==> src/rtl/rv_pkg.sv <==
// RV32IM opcode, funct7 and ALU operation index constants shared by decode and ALU.
// Also holds the instruction-word to ALU-op decoder used by the decode stage.
package rv_pkg;

    localparam logic [6:0] OPC_OP     = 7'b0110011;
    localparam logic [6:0] OPC_OPIMM  = 7'b0010011;
    localparam logic [6:0] OPC_LOAD   = 7'b0000011;
    localparam logic [6:0] OPC_STORE  = 7'b0100011;
    localparam logic [6:0] OPC_BRANCH = 7'b1100011;
    localparam logic [6:0] OPC_JAL    = 7'b1101111;
    localparam logic [6:0] OPC_JALR   = 7'b1100111;
    localparam logic [6:0] OPC_LUI    = 7'b0110111;
    localparam logic [6:0] OPC_AUIPC  = 7'b0010111;

    localparam logic [6:0] F7_BASE   = 7'b0000000;
    localparam logic [6:0] F7_ALT    = 7'b0100000;
    localparam logic [6:0] F7_MULDIV = 7'b0000001;

    localparam logic [5:0] ALU_ADD     = 6'd0;
    localparam logic [5:0] ALU_SUB     = 6'd1;
    localparam logic [5:0] ALU_SLL     = 6'd2;
    localparam logic [5:0] ALU_SLT     = 6'd3;
    localparam logic [5:0] ALU_SLTU    = 6'd4;
    localparam logic [5:0] ALU_XOR     = 6'd5;
    localparam logic [5:0] ALU_SRL     = 6'd6;
    localparam logic [5:0] ALU_SRA     = 6'd7;
    localparam logic [5:0] ALU_OR      = 6'd8;
    localparam logic [5:0] ALU_AND     = 6'd9;
    localparam logic [5:0] ALU_MUL     = 6'd10;
    localparam logic [5:0] ALU_MULH    = 6'd11;
    localparam logic [5:0] ALU_MULHSU  = 6'd12;
    localparam logic [5:0] ALU_MULHU   = 6'd13;
    localparam logic [5:0] ALU_DIV     = 6'd14;
    localparam logic [5:0] ALU_DIVU    = 6'd15;
    localparam logic [5:0] ALU_REM     = 6'd16;
    localparam logic [5:0] ALU_REMU    = 6'd17;
    localparam logic [5:0] ALU_ADDI    = 6'd18;
    localparam logic [5:0] ALU_SLTI    = 6'd19;
    localparam logic [5:0] ALU_SLTIU   = 6'd20;
    localparam logic [5:0] ALU_XORI    = 6'd21;
    localparam logic [5:0] ALU_ORI     = 6'd22;
    localparam logic [5:0] ALU_ANDI    = 6'd23;
    localparam logic [5:0] ALU_SLLI    = 6'd24;
    localparam logic [5:0] ALU_SRLI    = 6'd25;
    localparam logic [5:0] ALU_SRAI    = 6'd26;
    localparam logic [5:0] ALU_LB      = 6'd27;
    localparam logic [5:0] ALU_LH      = 6'd28;
    localparam logic [5:0] ALU_LW      = 6'd29;
    localparam logic [5:0] ALU_LBU     = 6'd30;
    localparam logic [5:0] ALU_LHU     = 6'd31;
    localparam logic [5:0] ALU_SB      = 6'd32;
    localparam logic [5:0] ALU_SH      = 6'd33;
    localparam logic [5:0] ALU_SW      = 6'd34;
    localparam logic [5:0] ALU_BEQ     = 6'd35;
    localparam logic [5:0] ALU_BNE     = 6'd36;
    localparam logic [5:0] ALU_BLT     = 6'd37;
    localparam logic [5:0] ALU_BGE     = 6'd38;
    localparam logic [5:0] ALU_BLTU    = 6'd39;
    localparam logic [5:0] ALU_BGEU    = 6'd40;
    localparam logic [5:0] ALU_JAL     = 6'd41;
    localparam logic [5:0] ALU_JALR    = 6'd42;
    localparam logic [5:0] ALU_LUI     = 6'd43;
    localparam logic [5:0] ALU_AUIPC   = 6'd44;
    localparam logic [5:0] ALU_ILLEGAL = 6'd63;

    typedef enum logic [2:0] {FMT_R, FMT_I, FMT_S, FMT_B, FMT_U, FMT_J, FMT_BAD} fmt_e;

    function automatic fmt_e fmt_of(input logic [6:0] opc);
        case (opc)
            OPC_OP:                       return FMT_R;
            OPC_OPIMM, OPC_LOAD, OPC_JALR: return FMT_I;
            OPC_STORE:                    return FMT_S;
            OPC_BRANCH:                   return FMT_B;
            OPC_LUI, OPC_AUIPC:           return FMT_U;
            OPC_JAL:                      return FMT_J;
            default:                      return FMT_BAD;
        endcase
    endfunction

    function automatic logic [5:0] decode_op(input logic [31:0] ir);
        logic [6:0] opc;
        logic [2:0] f3;
        logic [6:0] f7;
        logic [5:0] op;
        opc = ir[6:0];
        f3  = ir[14:12];
        f7  = ir[31:25];
        op  = ALU_ILLEGAL;
        case (opc)
            OPC_OP: begin
                if (f7 == F7_MULDIV) begin
                    op = ALU_MUL + {3'b000, f3};
                end else if (f7 == F7_BASE) begin
                    case (f3)
                        3'b000:  op = ALU_ADD;
                        3'b001:  op = ALU_SLL;
                        3'b010:  op = ALU_SLT;
                        3'b011:  op = ALU_SLTU;
                        3'b100:  op = ALU_XOR;
                        3'b101:  op = ALU_SRL;
                        3'b110:  op = ALU_OR;
                        default: op = ALU_AND;
                    endcase
                end else if (f7 == F7_ALT) begin
                    if (f3 == 3'b000)      op = ALU_SUB;
                    else if (f3 == 3'b101) op = ALU_SRA;
                end
            end
            OPC_OPIMM: begin
                case (f3)
                    3'b000:  op = ALU_ADDI;
                    3'b010:  op = ALU_SLTI;
                    3'b011:  op = ALU_SLTIU;
                    3'b100:  op = ALU_XORI;
                    3'b110:  op = ALU_ORI;
                    3'b111:  op = ALU_ANDI;
                    3'b001:  if (f7 == F7_BASE) op = ALU_SLLI;
                    default: begin
                        if (f7 == F7_BASE)     op = ALU_SRLI;
                        else if (f7 == F7_ALT) op = ALU_SRAI;
                    end
                endcase
            end
            OPC_LOAD: begin
                case (f3)
                    3'b000:  op = ALU_LB;
                    3'b001:  op = ALU_LH;
                    3'b010:  op = ALU_LW;
                    3'b100:  op = ALU_LBU;
                    3'b101:  op = ALU_LHU;
                    default: op = ALU_ILLEGAL;
                endcase
            end
            OPC_STORE: begin
                case (f3)
                    3'b000:  op = ALU_SB;
                    3'b001:  op = ALU_SH;
                    3'b010:  op = ALU_SW;
                    default: op = ALU_ILLEGAL;
                endcase
            end
            OPC_BRANCH: begin
                case (f3)
                    3'b000:  op = ALU_BEQ;
                    3'b001:  op = ALU_BNE;
                    3'b100:  op = ALU_BLT;
                    3'b101:  op = ALU_BGE;
                    3'b110:  op = ALU_BLTU;
                    3'b111:  op = ALU_BGEU;
                    default: op = ALU_ILLEGAL;
                endcase
            end
            OPC_JAL:   op = ALU_JAL;
            OPC_JALR:  if (f3 == 3'b000) op = ALU_JALR;
            OPC_LUI:   op = ALU_LUI;
            OPC_AUIPC: op = ALU_AUIPC;
            default:   op = ALU_ILLEGAL;
        endcase
        return op;
    endfunction

endpackage

==> src/rtl/decode_stage_if.sv <==
// Fetch handshake, ALU bundle and writeback port of the decode stage.
// slave = the decode stage itself; master = the surrounding fetch/ALU/writeback logic.
interface decode_stage_if #(parameter int XLEN = 32);
    logic            i_fetch_valid;
    logic            o_fetch_ready;
    logic [31:0]     i_fetch_instr;
    logic [XLEN-1:0] i_fetch_pc;
    logic            i_flush;
    logic            o_dec_valid;
    logic            i_dec_ready;
    logic [31:0]     o_instruction;
    logic [31:0]     o_IR;
    logic [XLEN-1:0] o_A;
    logic [XLEN-1:0] o_B;
    logic [XLEN-1:0] o_pc;
    logic            o_illegal;
    logic            i_wb_en;
    logic [4:0]      i_wb_rd;
    logic [XLEN-1:0] i_wb_data;

    modport slave (
        input  i_fetch_valid, i_fetch_instr, i_fetch_pc, i_flush, i_dec_ready,
               i_wb_en, i_wb_rd, i_wb_data,
        output o_fetch_ready, o_dec_valid, o_instruction, o_IR, o_A, o_B, o_pc, o_illegal
    );

    modport master (
        output i_fetch_valid, i_fetch_instr, i_fetch_pc, i_flush, i_dec_ready,
               i_wb_en, i_wb_rd, i_wb_data,
        input  o_fetch_ready, o_dec_valid, o_instruction, o_IR, o_A, o_B, o_pc, o_illegal
    );
endinterface

==> src/rtl/decode_stage_regfile.sv <==
// 2-read/1-write register file with x0 hardwired to zero and write-to-read bypass.
module decode_stage_regfile #(
    parameter int  XLEN  = 32,
    parameter int  NREGS = 32,
    localparam int AW    = $clog2(NREGS)
) (
    input  logic            clk,
    input  logic            rst_n,
    input  logic            wr_en,
    input  logic [AW-1:0]   wr_addr,
    input  logic [XLEN-1:0] wr_data,
    input  logic [AW-1:0]   rd_addr0,
    output logic [XLEN-1:0] rd_data0,
    input  logic [AW-1:0]   rd_addr1,
    output logic [XLEN-1:0] rd_data1
);
    logic [XLEN-1:0] regs [NREGS];

    always_ff @(posedge clk or negedge rst_n) begin
        if (!rst_n) begin
            for (int unsigned i = 0; i < NREGS; i++) begin
                regs[i] <= '0;
            end
        end else if (wr_en && wr_addr != '0) begin
            regs[wr_addr] <= wr_data;
        end
    end

    // A same-cycle write to the addressed register wins over the stored value.
    always_comb begin
        rd_data0 = '0;
        if (rd_addr0 != '0) begin
            rd_data0 = (wr_en && wr_addr == rd_addr0) ? wr_data : regs[rd_addr0];
        end
    end

    always_comb begin
        rd_data1 = '0;
        if (rd_addr1 != '0) begin
            rd_data1 = (wr_en && wr_addr == rd_addr1) ? wr_data : regs[rd_addr1];
        end
    end
endmodule

==> src/rtl/decode_stage.sv <==
// RV32IM decode stage: accepts fetched words, decodes to an ALU op index and
// registers {op, IR, A, B, PC} for the ALU behind a valid/ready handshake.
module decode_stage
    import rv_pkg::*;
#(
    parameter int              XLEN     = 32,
    parameter int              NREGS    = 32,
    parameter logic [XLEN-1:0] RESET_PC = '0
) (
    input logic          i_clk,
    input logic          i_rst_n,
    decode_stage_if.slave bus
);
    localparam int AW = $clog2(NREGS);

    logic            dec_valid;
    logic [31:0]     instruction;
    logic [31:0]     ir;
    logic [XLEN-1:0] op_a;
    logic [XLEN-1:0] op_b;
    logic [XLEN-1:0] pc;
    logic            illegal;

    logic            fetch_ready;
    logic            accept;
    logic [5:0]      op_next;
    fmt_e            fmt;
    logic [XLEN-1:0] rs1_data;
    logic [XLEN-1:0] rs2_data;
    logic [XLEN-1:0] a_next;
    logic [XLEN-1:0] b_next;

    assign fetch_ready = !dec_valid || bus.i_dec_ready;
    assign accept      = bus.i_fetch_valid && fetch_ready;

    decode_stage_regfile #(
        .XLEN  (XLEN),
        .NREGS (NREGS)
    ) u_regfile (
        .clk      (i_clk),
        .rst_n    (i_rst_n),
        .wr_en    (bus.i_wb_en),
        .wr_addr  (bus.i_wb_rd[AW-1:0]),
        .wr_data  (bus.i_wb_data),
        .rd_addr0 (bus.i_fetch_instr[15 +: AW]),
        .rd_data0 (rs1_data),
        .rd_addr1 (bus.i_fetch_instr[20 +: AW]),
        .rd_data1 (rs2_data)
    );

    always_comb begin
        op_next = decode_op(bus.i_fetch_instr);
        fmt     = fmt_of(bus.i_fetch_instr[6:0]);
        a_next  = rs1_data;
        b_next  = '0;
        if (fmt == FMT_U || fmt == FMT_J) begin
            a_next = '0;
        end
        if (fmt == FMT_R || fmt == FMT_S || fmt == FMT_B) begin
            b_next = rs2_data;
        end
    end

    // Flush outranks accept; data registers only load on a real accept.
    always_ff @(posedge i_clk or negedge i_rst_n) begin
        if (!i_rst_n) begin
            dec_valid   <= 1'b0;
            instruction <= '0;
            ir          <= '0;
            op_a        <= '0;
            op_b        <= '0;
            pc          <= RESET_PC;
            illegal     <= 1'b0;
        end else if (bus.i_flush) begin
            dec_valid <= 1'b0;
        end else if (accept) begin
            dec_valid   <= 1'b1;
            instruction <= 32'(op_next);
            ir          <= bus.i_fetch_instr;
            op_a        <= a_next;
            op_b        <= b_next;
            pc          <= bus.i_fetch_pc;
            illegal     <= (op_next == ALU_ILLEGAL);
        end else if (bus.i_dec_ready) begin
            dec_valid <= 1'b0;
        end
    end

    assign bus.o_fetch_ready = fetch_ready;
    assign bus.o_dec_valid   = dec_valid;
    assign bus.o_instruction = instruction;
    assign bus.o_IR          = ir;
    assign bus.o_A           = op_a;
    assign bus.o_B           = op_b;
    assign bus.o_pc          = pc;
    assign bus.o_illegal     = illegal;
endmodule

==> src/flat_wrapper.sv <==
// flat-port wrapper written by rule: the top's interface ports become plain ports
module decode_stage_flat import rv_pkg::*;
#(
    parameter int              XLEN     = 32,
    parameter int              NREGS    = 32,
    parameter logic [XLEN-1:0] RESET_PC = '0
)
  (i_clk, i_rst_n, bus_i_fetch_valid, bus_i_fetch_instr, bus_i_fetch_pc, bus_i_flush, bus_i_dec_ready, bus_i_wb_en, bus_i_wb_rd, bus_i_wb_data, bus_o_fetch_ready, bus_o_dec_valid, bus_o_instruction, bus_o_IR, bus_o_A, bus_o_B, bus_o_pc, bus_o_illegal);
  decode_stage_if #(.XLEN(XLEN)) bus_i ();
  input logic i_clk;
  input logic i_rst_n;
  input wire logic [$bits(bus_i.i_fetch_valid)-1:0] bus_i_fetch_valid;
  input wire logic [$bits(bus_i.i_fetch_instr)-1:0] bus_i_fetch_instr;
  input wire logic [$bits(bus_i.i_fetch_pc)-1:0] bus_i_fetch_pc;
  input wire logic [$bits(bus_i.i_flush)-1:0] bus_i_flush;
  input wire logic [$bits(bus_i.i_dec_ready)-1:0] bus_i_dec_ready;
  input wire logic [$bits(bus_i.i_wb_en)-1:0] bus_i_wb_en;
  input wire logic [$bits(bus_i.i_wb_rd)-1:0] bus_i_wb_rd;
  input wire logic [$bits(bus_i.i_wb_data)-1:0] bus_i_wb_data;
  output wire logic [$bits(bus_i.o_fetch_ready)-1:0] bus_o_fetch_ready;
  output wire logic [$bits(bus_i.o_dec_valid)-1:0] bus_o_dec_valid;
  output wire logic [$bits(bus_i.o_instruction)-1:0] bus_o_instruction;
  output wire logic [$bits(bus_i.o_IR)-1:0] bus_o_IR;
  output wire logic [$bits(bus_i.o_A)-1:0] bus_o_A;
  output wire logic [$bits(bus_i.o_B)-1:0] bus_o_B;
  output wire logic [$bits(bus_i.o_pc)-1:0] bus_o_pc;
  output wire logic [$bits(bus_i.o_illegal)-1:0] bus_o_illegal;
  assign bus_i.i_fetch_valid = bus_i_fetch_valid;
  assign bus_i.i_fetch_instr = bus_i_fetch_instr;
  assign bus_i.i_fetch_pc = bus_i_fetch_pc;
  assign bus_i.i_flush = bus_i_flush;
  assign bus_i.i_dec_ready = bus_i_dec_ready;
  assign bus_i.i_wb_en = bus_i_wb_en;
  assign bus_i.i_wb_rd = bus_i_wb_rd;
  assign bus_i.i_wb_data = bus_i_wb_data;
  assign bus_o_fetch_ready = bus_i.o_fetch_ready;
  assign bus_o_dec_valid = bus_i.o_dec_valid;
  assign bus_o_instruction = bus_i.o_instruction;
  assign bus_o_IR = bus_i.o_IR;
  assign bus_o_A = bus_i.o_A;
  assign bus_o_B = bus_i.o_B;
  assign bus_o_pc = bus_i.o_pc;
  assign bus_o_illegal = bus_i.o_illegal;
  decode_stage #(.XLEN(XLEN), .NREGS(NREGS), .RESET_PC(RESET_PC)) u_core (.i_clk(i_clk), .i_rst_n(i_rst_n), .bus(bus_i));
endmodule
==> config.mk <==
export PLATFORM = sky130hd
export DESIGN_NAME = decode_stage_flat
export DESIGN_NICKNAME = d
export VERILOG_FILES = /design/src/rtl/rv_pkg.sv /design/src/rtl/decode_stage_if.sv /design/src/rtl/decode_stage_regfile.sv /design/src/rtl/decode_stage.sv /design/src/flat_wrapper.sv
export SDC_FILE = /design/constraint.sdc
export NUM_CORES = 2
export LEC_CHECK = 0
export CELL_PAD_IN_SITES_DETAIL_PLACEMENT = 1
export CELL_PAD_IN_SITES_GLOBAL_PLACEMENT = 2
export CORE_MARGIN = 4
export CORE_UTILIZATION = 45
export DETAILED_ROUTE_END_ITERATION = 7
export GPL_ROUTABILITY_DRIVEN = 0
export PLACE_DENSITY_LB_ADDON = 0.1
export REMOVE_ABC_BUFFERS = 1
export SYNTH_ARGS = -nofsm -noshare
export SYNTH_HDL_FRONTEND = slang
export SYNTH_SLANG_ARGS = --single-unit
==> constraint.sdc <==
create_clock -name i_clk -period 2.7 [get_ports i_clk]
set_input_delay 0.27 -clock i_clk [delete_from_list [all_inputs] [get_ports i_clk]]
set_output_delay 0.27 -clock i_clk [all_outputs]
set_load 0.05 [all_outputs]
; ---- Word-level counts from Yosys, hierarchy flattened
; Index checks and enable logic that the tools add are counted.
[totals]
reg_bits = 1160
in_bits = 107
out_inout_bits = 163
word_cells = 127
[op_classes]
add_sub_neg = 1
n_lt_le_gt_ge = 4
n_eq_ne = 25
mux = 34
bitwise = 4
reduce_logical = 20
[op_table]
columns = operator, n
row1 = $bwmux 1024, 1
row2 = $mux 32, 11
row3 = $bmux 32 s5, 2
row4 = $demux 32 s5, 1
row5 = $pmux 6 s9, 1
row6 = $mux 6, 8
row7 = $pmux 6 s7, 1
row8 = $pmux 5 s6, 1
row9 = $pmux 6 s5, 1
row10 = $eq 7x6->1 const B, 4
row11 = $pmux 4 s7, 1
row12 = $eq 7x7->1 const B, 3
row13 = $eq 3x3->1 const B, 6
row14 = $ge 6x6->1 const B, 3
row15 = $not 5->6, 3
row16 = $pmux 3 s6, 1
row17 = $pmux 5 s3, 1
row18 = $reduce_bool 5->1, 3
row19 = $eq 7x5->1 const B, 2
row20 = $eq 3x2->1 const B, 4
row21 = $eq 5x5->1, 2
row22 = $eq 7x1->1 const B, 1
row23 = $eq 7x2->1 const B, 1
row24 = $logic_not 7->1, 1
row25 = 15 further kinds, 25

; ---- Longest topological paths before layout
[logic_depth]
depth_word = 8
mapped_depth = 10
depth_no_buf = 8

; ---- Hierarchy
; Synthesis repeated with hierarchy kept, for this count alone.
[hier_totals]
cells_unflattened = 4345
hier_area_um2 = 61007.3
[by_module_without_submodules]
columns = module, n_inst, cells_each, area_per_inst_um2, seq_area_each_um2
row1 = decode_stage_regfile, 1, 3755, 55126.6, 25624.6
row2 = decode_stage, 1, 590, 5880.6, 3403.3

; ---- Least setup slack after synthesis
; No wires, ideal clock.
[synth_path]
kind = register to register
start = register u_core.dec_valid, in the netlist u_core.bus.o_dec_valid
end = register u_core.op_a[10], in the netlist u_core.bus.o_A[10]
setup_time_ns = 0.067
t_arrival_ns = 2.557
required_ns = 2.633
path_slack_ns = 0.075
path_stages_with_launch = 9
path_buffers = 2
period_less_slack_ns = 2.625
cell_sequence = dfrtp_1 nor2b_1 inv_1 nand3b_1 a2111oi_0 and4_1 clkbuf_1 clkbuf_1 a221o_1
[synth_via]
elab_chain_cells = 4
[synth_lines]
columns = element, line
row1 = from (decl), decode_stage.sv:16  ; logic dec_valid;
row2 = from (signal assigned), decode_stage.sv:67  ; dec_valid <= 1'b0;
row3 = from (signal assigned), decode_stage.sv:75  ; dec_valid <= 1'b0;
row4 = from (signal assigned), decode_stage.sv:77  ; dec_valid <= 1'b1;
row5 = $logic_not 1->1, decode_stage.sv:33  ; assign fetch_ready = !dec_valid || bus.i_dec_ready;
row6 = $logic_or 1x1->1, decode_stage.sv:33
row7 = via bus_o_fetch_ready, flat_wrapper.sv:20  ; output wire logic [$bits(bus_i.o_fetch_ready)-1:0] bus_o_fetch_ready;
row8 = $logic_and 1x1->1, decode_stage.sv:34  ; assign accept = bus.i_fetch_valid && fetch_ready;
row9 = $reduce_and 2->1 (no line), --
row10 = to (signal assigned), decode_stage.sv:80  ; op_a <= a_next;
row11 = to (decl), decode_stage.sv:19  ; logic [XLEN-1:0] op_a;
; The timed path passes the listed nets, and every way through them passes these cells.
; A chain may end at the register's enable or synchronous reset.

; ---- Worst setup path after layout
[layout_path]
start = register u_core.op_b[13], in the netlist u_core.bus.o_B[13]
end = output bus_o_B[13]
[layout_lines]
columns = element, line
row1 = from (decl), decode_stage.sv:20  ; logic [XLEN-1:0] op_b;
row2 = from (signal assigned), decode_stage.sv:81  ; op_b <= b_next;
row3 = to (decl), flat_wrapper.sv:25  ; output wire logic [$bits(bus_i.o_B)-1:0] bus_o_B;
; No word-level cell between the ends.

==> results.txt <==
- Hold Vio Cnt, Final: 0
- EDFF count, synth: 0
- Vias post-DR: 40100
- Number of max-slew violations in the final report: 0
- The via count of the first global-routing pass was 42700.
- Sort of element at the start of the critical path: flop
- The number of buffers and inverters on the critical path is 1.
* I/O pin total: 270
* Routed vias/inst: 6.43
- Overall global routing resource usage: 30.1%
* Initial Utilization: 45.5%
- The worst pin sits at a relative slew slack of 13.0%.
- STA classifies the critical path endpoint as an output port.
* Overall power consumption: 53.0 mW
- Setup TNS after final layout: 0 ps
- Clock sink count: 1160
- Of the cells placed in the final design, the portion with a size suffix greater than 1 is 48.8%.
- Chain of cells forming the critical path: clkdlybuf4s50_1
* Average cell area after synthesis: 14.8 µm²
- Data on the critical path is required at its endpoint by 2430 ps.
- Once the clock tree was built, the setup fixing pass inserted 0 buffers.
- Synthesized cell area: 60100 µm²
* Leakage power: 31.1 nW
- For this run, the post-layout net count is 4486.
* Clock slew seen by the registers of the worst setup and hold paths: 60 ps
- Die extent in y: 373 µm
- At the later pin of the worst-skew pair, clock insertion delay measures 770 ps.
- The first global-routing pass estimated 310 mm of wire.
- Register bit total from synthesis: 1160
- Setup slack closes at 228 ps.
- Number of buffers inserted by port buffering: 243
* Antenna violation net count after detailed routing: 0
- Post-synth ARST share: 100%
* Setup repair after global routing missed its margin: false
* Min Clock Period, post-route: 2470 ps
* Final setup fails: 0
- The first detailed-routing pass ran for 5 iterations.
- P per Cell Area: 736 nW/µm²
* Slew @ Worst Pin: 1300 ps
- The tool flagged a number of max-cap violations equal to 0.
- In this run the worst hold path is classified as input pin to flop.
- Detail Placement HPWL: 132 mm
* Maximum count of clock buffers along a single path: 3
- TritonCTS built the clock tree.
- The share of the Yosys chip area taken by registers is 48.3%.
- The core region is 132000 µm².
* Total wirelength of the detailed-routed design: 210 mm
- Between clock sinks in the finished design, the worst skew comes to 20.4 ps.
* Worst vdd rail ir drop: 580 µV
- The finished cells cover 72000 µm².
- Max FO, Critical Path: 2
- Run status: finished, final reports clean
* Master cell of the clock root buffer: sky130_fd_sc_hd__clkbuf_16
- Hold timing on the final database bottoms out at a slack of 59.9 ps.
* Signal arrival time at the worst endpoint: 2200 ps
- In this run the number of H-tree levels came out at 4.
- For this block, the initial DRC count from the detailed router was 3439.
- Of the available clock period, the critical path in the final layout requires 91.6%.
* Slowest CP cell: sky130_fd_sc_hd__clkdlybuf4s50_1
- Total overflow reported by the global router: 0
* Post-synthesis cell count: 4064
- Worst setup path category: flop to output port
* Number of diodes added for antenna fixing: 0
* Number of antenna violations at the first check in global routing: 2
- Standard cell area after detailed placement: 67200 µm²
* Maximum number of pins on one net before global-route repair: 126
- In this run the core area contains 133 standard-cell rows.
* Area overhead of the layout relative to synthesis: 19.8%
- The synthesized netlist contains 61 unique library cells.
* Clock buffers created by TritonCTS: 136
- Area enclosed by the die boundary: 139000 µm²
- Synth Flop Type: sky130_fd_sc_hd__dfrtp_1
- Average wire length per cell after detail routing: 33.7 µm
- On the worst path, the slowest cell contributes a delay of 880 ps.
- Setup Slack @ Placement: -118 ps
- The layout has 12400 filler cells.
* Maximum clock rate: 404 MHz
- Crit-path leading delay family: buffers and inverters
- Drc violations: 0
- The die is 373 µm wide.
- During synthesis, Yosys emitted a total of 0 warnings.
-- registers in the layout, summed over array words and instances (netlist names) --
register,count
u_core.bus.o_B,32
u_core.bus.o_IR,32
u_core.u_regfile.regs,1024
u_core.bus.o_A,32
u_core.bus.o_illegal,1
u_core.bus.o_pc,32
u_core.bus.o_instruction,6
u_core.bus.o_dec_valid,1
-- worst paths after layout --
kind,slack (ps),depth (start not counted),from,end
setup / recovery,230,1,u_core.bus.o_B[13],bus_o_B[13]
hold / removal,60,4,bus_i_fetch_instr[18],u_core.bus.o_IR[18]
setup reg to reg,250,11,u_core.bus.o_dec_valid,u_core.bus.o_A[11]
hold reg to reg,390,0,u_core.u_regfile.regs[1015],u_core.u_regfile.regs[1015]
max in group asynchronous,720,4,i_rst_n,u_core.u_regfile.regs[815]
min in group asynchronous,560,3,i_rst_n,u_core.u_regfile.regs[360]
-- synth_stat cells (4+ instances only) --
| master | number | area share [%] |
|---|---|---|
| sky130_fd_sc_hd__buf_1 | 69 | 0.43 |
| sky130_fd_sc_hd__a221o_1 | 65 | 1.1 |
| sky130_fd_sc_hd__o221ai_1 | 18 | 0.26 |
| sky130_fd_sc_hd__dfrtp_1 | 1160 | 48 |
| sky130_fd_sc_hd__nor4_1 | 6 | 0.062 |
| sky130_fd_sc_hd__nor3_1 | 36 | 0.30 |
| sky130_fd_sc_hd__mux4_2 | 527 | 20 |
| sky130_fd_sc_hd__clkinv_1 | 5 | 0.031 |
| sky130_fd_sc_hd__a211oi_1 | 23 | 0.29 |
| sky130_fd_sc_hd__a21oi_1 | 21 | 0.17 |
| sky130_fd_sc_hd__a221oi_1 | 28 | 0.41 |
| sky130_fd_sc_hd__ha_1 | 5 | 0.10 |
| sky130_fd_sc_hd__nand3_1 | 10 | 0.083 |
| sky130_fd_sc_hd__xor2_1 | 10 | 0.15 |
| sky130_fd_sc_hd__mux2_2 | 1029 | 19 |
| sky130_fd_sc_hd__mux2i_1 | 60 | 1.0 |
| sky130_fd_sc_hd__inv_1 | 4 | 0.025 |
| sky130_fd_sc_hd__nand3b_1 | 6 | 0.075 |
| sky130_fd_sc_hd__clkbuf_1 | 295 | 1.8 |
| sky130_fd_sc_hd__or3_1 | 5 | 0.052 |
| sky130_fd_sc_hd__o21ai_0 | 15 | 0.12 |
| sky130_fd_sc_hd__a22o_1 | 28 | 0.41 |
| sky130_fd_sc_hd__nand2b_1 | 11 | 0.11 |
| sky130_fd_sc_hd__a311oi_1 | 31 | 0.45 |
| sky130_fd_sc_hd__a22oi_1 | 62 | 0.77 |
| sky130_fd_sc_hd__o211ai_1 | 7 | 0.087 |
| sky130_fd_sc_hd__nor2b_1 | 14 | 0.15 |
| sky130_fd_sc_hd__nand2_1 | 257 | 1.6 |
| sky130_fd_sc_hd__o22ai_1 | 13 | 0.14 |
| sky130_fd_sc_hd__buf_6 | 13 | 0.24 |
| sky130_fd_sc_hd__buf_2 | 60 | 0.50 |
| sky130_fd_sc_hd__a2111oi_0 | 5 | 0.073 |
| sky130_fd_sc_hd__nor2_1 | 75 | 0.47 |
| sky130_fd_sc_hd__buf_4 | 45 | 0.56 |
| sky130_fd_sc_hd__nor3b_1 | 5 | 0.062 |
-- layout by cell type (no fill, tap or decap), types with 26 or more instances in the layout --
master / count
sky130_fd_sc_hd__a221o_1: 65
sky130_fd_sc_hd__a221oi_1: 28
sky130_fd_sc_hd__a22o_1: 28
sky130_fd_sc_hd__a22oi_1: 62
sky130_fd_sc_hd__a311oi_1: 31
sky130_fd_sc_hd__buf_12: 127
sky130_fd_sc_hd__buf_4: 236
sky130_fd_sc_hd__clkbuf_1: 30
sky130_fd_sc_hd__clkbuf_16: 144
sky130_fd_sc_hd__clkdlybuf4s50_1: 232
sky130_fd_sc_hd__conb_1: 26
sky130_fd_sc_hd__dfrtp_1: 1160
sky130_fd_sc_hd__dlygate4sd3_1: 30
sky130_fd_sc_hd__mux2_2: 1029
sky130_fd_sc_hd__mux2i_1: 60
sky130_fd_sc_hd__mux4_2: 527
sky130_fd_sc_hd__nand2_1: 240
sky130_fd_sc_hd__nor2_1: 57
sky130_fd_sc_hd__nor3_1: 36
-- per-stage QoR --
stage / cells / util (%)
2_1_floorplan: 3607 / -
3_3_place_gp: 5961 / 50.9
3_5_place_dp: 5961 / 50.9
4_1_cts: 6229 / 54.5
5_1_grt: 6229 / 54.5
6_report: 6229 / 54.5
-- cells by family (layout without fill, tap and decap cells) --
logic type	count (synthesis)	after routing	share of synthesized area, %
xor+xnor	12	12	0.175
other cells	1	26	0.00624
fa+ha+maj	5	5	0.104
flops	1160	1160	48.3
buf+inv	491	876	3.64
mux	1616	1616	40.0
simple gates	448	448	3.27
compound gates	331	331	4.47
-- repair_timing --
| action | CTS | global route |
|---|---|---|
| hold buffers | 30 | 0 |
| resized for setup | 0 | 1 |
| endpoints found under the hold margin | 521 | 0 |
| endpoints found under the setup margin | 0 | 5 |
-- area by class of cell --
type,instances,area [µm²],share of cell area (%)
multi-input cells,2438,29300,40.7
flip-flops and latches,1160,29000,40.3
repair buffers,629,7000,9.72
clock buffers,193,3980,5.52
well taps,1755,2200,3.05
clock inverters,45,492,0.683
inverters,9,33.8,0.0469
-- power by group --
group	internal [mW]	leakage (nW)	switching, mW
Sequential	20.6	14.9	2.41
Clock	11.0	2.20	7.64
Combinational	6.40	14.0	4.93
Total	38.0	31.1	15.0
-- routing by layer --
layer,wire length [µm],vias to the layer above,track usage (%),share of wire [%]
met3,11200,307,4.05,5.3
met2,102000,1319,49.3,49
met1,92000,22200,43.0,44
met5,0,-,0,0
li1,-,16200,-,-
met4,4580,0,7.19,2.2
Power figures use the tool's default switching activity.
